File: config.mk
export PLATFORM = sky130hd
export DESIGN_NAME = branch_resolve_unit
export DESIGN_NICKNAME = d
export VERILOG_FILES = /design/src/rtl/bru_pkg.sv /design/src/rtl/bru_bht.sv /design/src/rtl/branch_resolve_unit.sv
export SDC_FILE = /design/constraint.sdc
export NUM_CORES = 1
export LEC_CHECK = 0
export BUFFER_PORTS_ARGS = -buffer_cell sky130_fd_sc_hd__buf_2
export CORE_MARGIN = 2
export CORE_UTILIZATION = 50
export DETAILED_ROUTE_END_ITERATION = 10
export PLACE_DENSITY = 0.79
export SLEW_MARGIN = 5
export SYNTH_ARGS = -nofsm -noshare
export SYNTH_HDL_FRONTEND = slang
export SYNTH_SLANG_ARGS = --single-unit
File: constraint.sdc
create_clock -name clk -period 3.7 [get_ports clk]
set_input_delay 0.185 -clock clk [delete_from_list [all_inputs] [get_ports clk]]
set_output_delay 0.185 -clock clk [all_outputs]
set_load 0.03 [all_outputs]
File: src/rtl/bru_pkg.sv
// Shared definitions for the branch resolve unit: compare-mode encodings,
// FSM state type, BHT reset value and the operand-requirement helper.
package bru_pkg;

    // Compare modes carried in id_op; 3'b110 and 3'b111 are reserved.
    localparam logic [2:0] BRU_BEQ  = 3'b000;
    localparam logic [2:0] BRU_BNE  = 3'b001;
    localparam logic [2:0] BRU_BGTZ = 3'b010;
    localparam logic [2:0] BRU_BLEZ = 3'b011;
    localparam logic [2:0] BRU_BLTZ = 3'b100;
    localparam logic [2:0] BRU_BGEZ = 3'b101;

    // Weakly not-taken.
    localparam logic [1:0] BHT_INIT = 2'b01;

    typedef enum logic {
        StIdle,
        StWait
    } bru_state_e;

    // Only the two-operand compares wait on the rt forward.
    function automatic logic needs_rt(input logic [2:0] op);
        return (op == BRU_BEQ) || (op == BRU_BNE);
    endfunction

endpackage

File: src/rtl/bru_bht.sv
// Branch history table: 2-bit saturating counters with an asynchronous
// prediction read port and a synchronous update port. The read port sees the
// pre-update value when both ports hit the same entry in one cycle.
module bru_bht
    import bru_pkg::*;
#(
    parameter int DEPTH = 64,
    parameter int IDX_W = $clog2(DEPTH)
) (
    input  logic             clk,
    input  logic             rst_n,
    input  logic [IDX_W-1:0] rd_idx,
    output logic             rd_taken,
    input  logic             wr_en,
    input  logic [IDX_W-1:0] wr_idx,
    input  logic             wr_taken
);

    logic [1:0] cnt_q [DEPTH];
    logic [1:0] wr_cur;

    assign wr_cur   = cnt_q[wr_idx];
    assign rd_taken = cnt_q[rd_idx][1];

    // Counter array: synchronous reset to weakly not-taken, saturating update.
    always_ff @(posedge clk) begin
        if (!rst_n) begin
            for (int i = 0; i < DEPTH; i++) begin
                cnt_q[i] <= BHT_INIT;
            end
        end else if (wr_en) begin
            if (wr_taken) begin
                if (wr_cur != 2'b11) cnt_q[wr_idx] <= wr_cur + 2'd1;
            end else begin
                if (wr_cur != 2'b00) cnt_q[wr_idx] <= wr_cur - 2'd1;
            end
        end
    end

endmodule

File: src/rtl/branch_resolve_unit.sv
// Branch resolve unit: signed compare on forwarded ID operands, ID stall while
// operands are pending, BHT lookup from IF and a registered redirect on
// mispredict. Optional statistics counters are built when BRU_STATS_EN is defined.
module branch_resolve_unit
    import bru_pkg::*;
#(
    parameter int DATA_W    = 32,
    parameter int PC_W      = 32,
    parameter int BHT_DEPTH = 64
) (
    input  logic              clk,
    input  logic              rst_n,
    input  logic [PC_W-1:0]   if_pc,
    output logic              if_pred_taken,
    input  logic              id_valid,
    input  logic              id_branch,
    input  logic [2:0]        id_op,
    input  logic [PC_W-1:0]   id_pc,
    input  logic [PC_W-1:0]   id_target,
    input  logic              id_pred_taken,
    input  logic [DATA_W-1:0] id_rs,
    input  logic [DATA_W-1:0] id_rt,
    input  logic              id_rs_rdy,
    input  logic              id_rt_rdy,
    output logic              id_stall,
    output logic              redirect,
    output logic [PC_W-1:0]   redirect_pc,
    output logic              res_taken,
    output logic              res_valid
`ifdef BRU_STATS_EN
    ,
    output logic [31:0]       stat_br,
    output logic [31:0]       stat_mis
`endif
);

    localparam int IDX_W = $clog2(BHT_DEPTH);

    logic              req;
    logic              ready;
    logic              resolve;
    logic              cmp_taken;
    logic              taken;
    logic              op_known;
    logic [PC_W-1:0]   next_pc;
    logic signed [DATA_W-1:0] rs_s;
    logic signed [DATA_W-1:0] rt_s;
    bru_state_e        state_q;

    // Only the index bits of the PCs reach the BHT; the rest are don't-care here.
    logic unused_pc_bits;
    assign unused_pc_bits = ^{if_pc, id_pc};

    assign req      = id_valid & id_branch;
    assign ready    = id_rs_rdy & (needs_rt(id_op) ? id_rt_rdy : 1'b1);
    assign resolve  = req & ready;
    assign id_stall = rst_n & req & ~ready;
    assign op_known = (id_op <= BRU_BGEZ);
    assign taken    = resolve & cmp_taken;
    assign next_pc  = taken ? id_target : (id_pc + PC_W'(4));
    assign rs_s     = $signed(id_rs);
    assign rt_s     = $signed(id_rt);

    // Signed compare; reserved modes resolve not-taken.
    always_comb begin
        cmp_taken = 1'b0;
        case (id_op)
            BRU_BEQ:  cmp_taken = (rs_s == rt_s);
            BRU_BNE:  cmp_taken = (rs_s != rt_s);
            BRU_BGTZ: cmp_taken = (rs_s > 0);
            BRU_BLEZ: cmp_taken = (rs_s <= 0);
            BRU_BLTZ: cmp_taken = (rs_s < 0);
            BRU_BGEZ: cmp_taken = (rs_s >= 0);
            default:  cmp_taken = 1'b0;
        endcase
    end

    bru_bht #(
        .DEPTH (BHT_DEPTH),
        .IDX_W (IDX_W)
    ) u_bht (
        .clk      (clk),
        .rst_n    (rst_n),
        .rd_idx   (if_pc[IDX_W+1:2]),
        .rd_taken (if_pred_taken),
        .wr_en    (resolve & op_known),
        .wr_idx   (id_pc[IDX_W+1:2]),
        .wr_taken (taken)
    );

    // Stall FSM plus the one-cycle resolve outputs, cleared on non-resolve cycles.
    always_ff @(posedge clk) begin
        if (!rst_n) begin
            state_q     <= StIdle;
            res_valid   <= 1'b0;
            res_taken   <= 1'b0;
            redirect    <= 1'b0;
            redirect_pc <= '0;
        end else begin
            case (state_q)
                StIdle: state_q <= (req && !ready) ? StWait : StIdle;
                StWait: begin
                    // A dropped request or a resolve both leave WAIT.
                    if (!req || ready) state_q <= StIdle;
                end
                default: state_q <= StIdle;
            endcase
            res_valid   <= resolve;
            res_taken   <= taken;
            redirect    <= resolve & (taken != id_pred_taken);
            redirect_pc <= resolve ? next_pc : '0;
        end
    end

`ifdef BRU_STATS_EN
    // Saturating counts of resolved branches and redirects.
    always_ff @(posedge clk) begin
        if (!rst_n) begin
            stat_br  <= '0;
            stat_mis <= '0;
        end else begin
            if (resolve && stat_br != 32'hFFFF_FFFF) stat_br <= stat_br + 32'd1;
            if (resolve && (taken != id_pred_taken) && stat_mis != 32'hFFFF_FFFF) begin
                stat_mis <= stat_mis + 32'd1;
            end
        end
    end
`endif

endmodule

==> summary.txt <==
Synth
  – Post-synth ARST share: 0%
  – Distinct cell type count after synthesis: 60
  – Synth warnings: 0
  – Synth Flop Type: edfxtp_1
  – Synth Instances: 899
  – Syn_nets: 1070
  – Post-Syn Area: 9350 µm²
  – Seq/Total Area, Yosys: 48.6%
  – Mean area per synthesized cell: 10.4 µm²
  – EDFF count, synth: 128
  – Synth Register Bits: 163

Drt
  – Vias: 8363
  – Routed len/inst: 21.1 µm
  – DR pass1 iterations: 5
  – Vias per cell: 6.39
  – Post-DRT Antenna Nets: 0
  – # DRC: 0
  – DRT iter0 DRCs: 1082
  – DRT Wirelength: 27700 µm

Power
  – Peak VDD IR: 201 µV
  – P_leak: 0.00399 µW
  – PwrDens: 406 nW/µm²

STA
  – Final setup viols: 0
  – Final Slew Violations: 0
  – Skew final: 0.00904 ns
  – Slew headroom: 48.2%
  – Min Tclk post-route: 3.43 ns
  – Final period utilization: 92.6%
  – Final Hold Fails: 0
  – Fin Setup TNS: 0 ns
  – RSZ-0062 raised after global routing: false
  – Fmax achieved: 0.292 GHz
  – WHS: 0.0162 ns
  – Worst Tran Pin Value: 0.774 ns

Global routing
  – Initial antenna violation count: 1
  – Overall Global Routing Usage: 28.0%
  – GRT overflow: 0
  – GR met3 Demand/Resource: 5.37%
  – Largest net degree at the start of global routing: 66
  – GR Util met2: 46.7%
  – Met1 Usage GRT: 35.4%
  – Vias in the first global route: 8089
  – First-pass GRT wire length: 43300 µm
  – GRT Max-Usage Layer: met2

Die
  – Boundary Pins: 207
  – Chip height: 141 µm
  – Total core area: 18500 µm²
  – Initial Utilization: 50.5%
  – Die span in x: 141 µm
  – # rows: 50
  – DIE AREA: 19800 µm²

Setup path
  – Worst-path maximum fanout: 64
  – CP endpoint kind: flop
  – Critical Path RT: 3.78 ns
  – Startpoint types: input port
  – Kind of critical path: in -> reg
  – CP arrival: 3.50 ns

Clock tree
  – Clock transition at path regs: 0.06 ns
  – Post-CTS Repair Setup Buffers: 0
  – Clk_lat worst skew: 0.43 ns
  – Max Root-Sink Buffers: 2
  – CTS tree: yes
  – H-Tree Depth: 4
  – Clk sinks: 163
  – Number of CTS-inserted buffers: 17
  – CTS Root Buffer Type: clkbuf_16

Flow run
  – Max-Cap Viols: 0

Cells and area
  – FF/Latch Area: 4540 µm²
  – Layout Cells excl Fill: 1308
  – Multi-input logic area: 4390 µm²
  – Fillers: 1431
  – Final net count: 1232
  – Synth-to-Final Area Change: 20.4%
  – Share of layout cells above drive strength 1: 29.1%

Run status
  – Outcome: completed

Place
  – IO buf count: 180
  – Placed cell count: 1272
  – Half-perimeter wire length after placement: 18700 µm
  – Routability-driven placement congestion ratio: 0.917

Min path
  – Min-Delay Path Class: in -> reg
-- synth_stat cells (all sizes together) (2+ instances only) --
library cell / count / share of area (%)
a22oi: 2 / 0.16
mux2i: 15 / 1.6
a211oi: 31 / 2.5
nor3b: 2 / 0.21
a31oi: 3 / 0.20
edfxtp: 128 / 41
buf: 34 / 2.2
a221o: 5 / 0.54
and3b: 5 / 0.47
o221a: 2 / 0.24
and2: 3 / 0.20
clkinv: 2 / 0.080
a21oi: 72 / 3.9
o21ai: 71 / 3.9
nand3b: 2 / 0.16
and3: 9 / 0.66
or4: 2 / 0.16
nand3: 75 / 4.0
a22o: 3 / 0.28
mux4: 32 / 7.7
a221oi: 8 / 0.75
and4: 4 / 0.37
o2bb2ai: 2 / 0.19
dfxtp: 35 / 7.5
nor2b: 9 / 0.60
o31ai: 3 / 0.24
nor2: 52 / 2.1
clkbuf: 54 / 2.2
a2111oi: 2 / 0.19
mux2: 14 / 1.7
nand2: 94 / 3.8
nor4: 20 / 1.3
inv: 4 / 0.16
xor2: 53 / 5.0
nand4: 13 / 0.87
o211ai: 2 / 0.16
nand2b: 2 / 0.13
xnor2: 8 / 0.75
nor3: 9 / 0.54
-- cells in the final DEF, fill, tap and decap left out, types with 13 or more instances in the layout --
cell type  instances
clkbuf_16         17
a211oi_1          31
dfxtp_1           35
nand3_1           75
buf_2            180
a21oi_1           72
mux2i_1           15
mux4_2            32
edfxtp_1         128
o21ai_0           70
nor4_1            19
xor2_1            53
nand4_1           13
nor2_1            52
buf_4             39
nand2_1           94
mux2_2            13
-- metal layers --
layer / wire length, µm / vias up
met5: 0 / -
met4: 1280 / 0
met3: 2680 / 100
met2: 13600 / 573
met1: 10100 / 3963
li1: - / 3727
-- stage by stage --
step | power (µW) | cell area (µm²) | setup WS [ns] | util [%]
CTS | 4570 | 11300 | 0.334 | 60.8
global route | 4690 | 11300 | 0.148 | 60.8
floorplan | 2460 | 9350 | 0.596 | -
detailed placement | 2740 | 10600 | -0.00445 | 57.3
finish | 4580 | 11300 | 0.274 | 60.8
global placement | 2720 | 10600 | 0.128 | 57.3
-- cell families (layout without fill, tap and decap cells) --
logic type | Yosys count | in the layout | share of synthesized area, %
other | 0 | 1 | 0
XOR/XNOR | 61 | 61 | 5.71
adder cells (fa/ha/maj) | 1 | 1 | 0.134
AND/OR/NAND/NOR | 304 | 304 | 15.8
buffers and inverters | 94 | 268 | 4.66
flip-flops | 163 | 163 | 48.6
AO/OA/AOI/OAI | 215 | 215 | 14.0
multiplexers | 61 | 61 | 11.0
-- worst max-delay path, stage by stage --
cell,delay (ns)
buf_2,0.39
buf_12,0.24
mux4_2,0.53
mux2i_1,0.23
or4_1,0.15
o31ai_1,0.07
or4_1,0.59
mux2_4,0.58
o21ai_0,0.49
-- layout make-up --
cell class,instances,share of cell area [%]
timing repair buffer,231,12.4
multi-input combinational,642,39.0
tap,234,2.60
antenna,1,0.0222
sequential,163,40.4
clock inverter,13,1.63
clock buffer,18,3.81
inverter,6,0.200
-- flip-flops by register name, indices dropped and copies added, names as in the netlist --
name,flops
u_bht.cnt_q,128
res_taken,1
res_valid,1
redirect_pc,32
redirect,1
-- report_power, final --
group          switching [µW]  internal, µW
clock network             730          1130
logic                     437           262
registers                18.8          2000
total                    1190          3390
-- worst paths after layout --
check	cells past startpoint	slack [ns]	to	start
min reg2reg	7	1.20	u_bht.cnt_q[60][0]$_SDFFCE_PN1P_	u_bht.cnt_q[2][1]$_SDFFCE_PN0P_
max	9	0.27	u_bht.cnt_q[25][0]$_SDFFCE_PN1P_	id_pc[2]
min	3	0.02	redirect_pc[1]$_SDFF_PN0_	id_target[1]
max reg2reg	7	0.30	u_bht.cnt_q[25][0]$_SDFFCE_PN1P_	u_bht.cnt_q[26][0]$_SDFFCE_PN1P_
-- timing repair --
| item | in CTS | in global routing |
|---|---|---|
| endpoints found under the hold margin | 3 | 0 |
| resized for setup | 0 | 0 |
| hold buffers | 4 | 0 |
| endpoints found under the setup margin | 0 | 0 |
No activity file was read; power rests on OpenSTA's default activity.
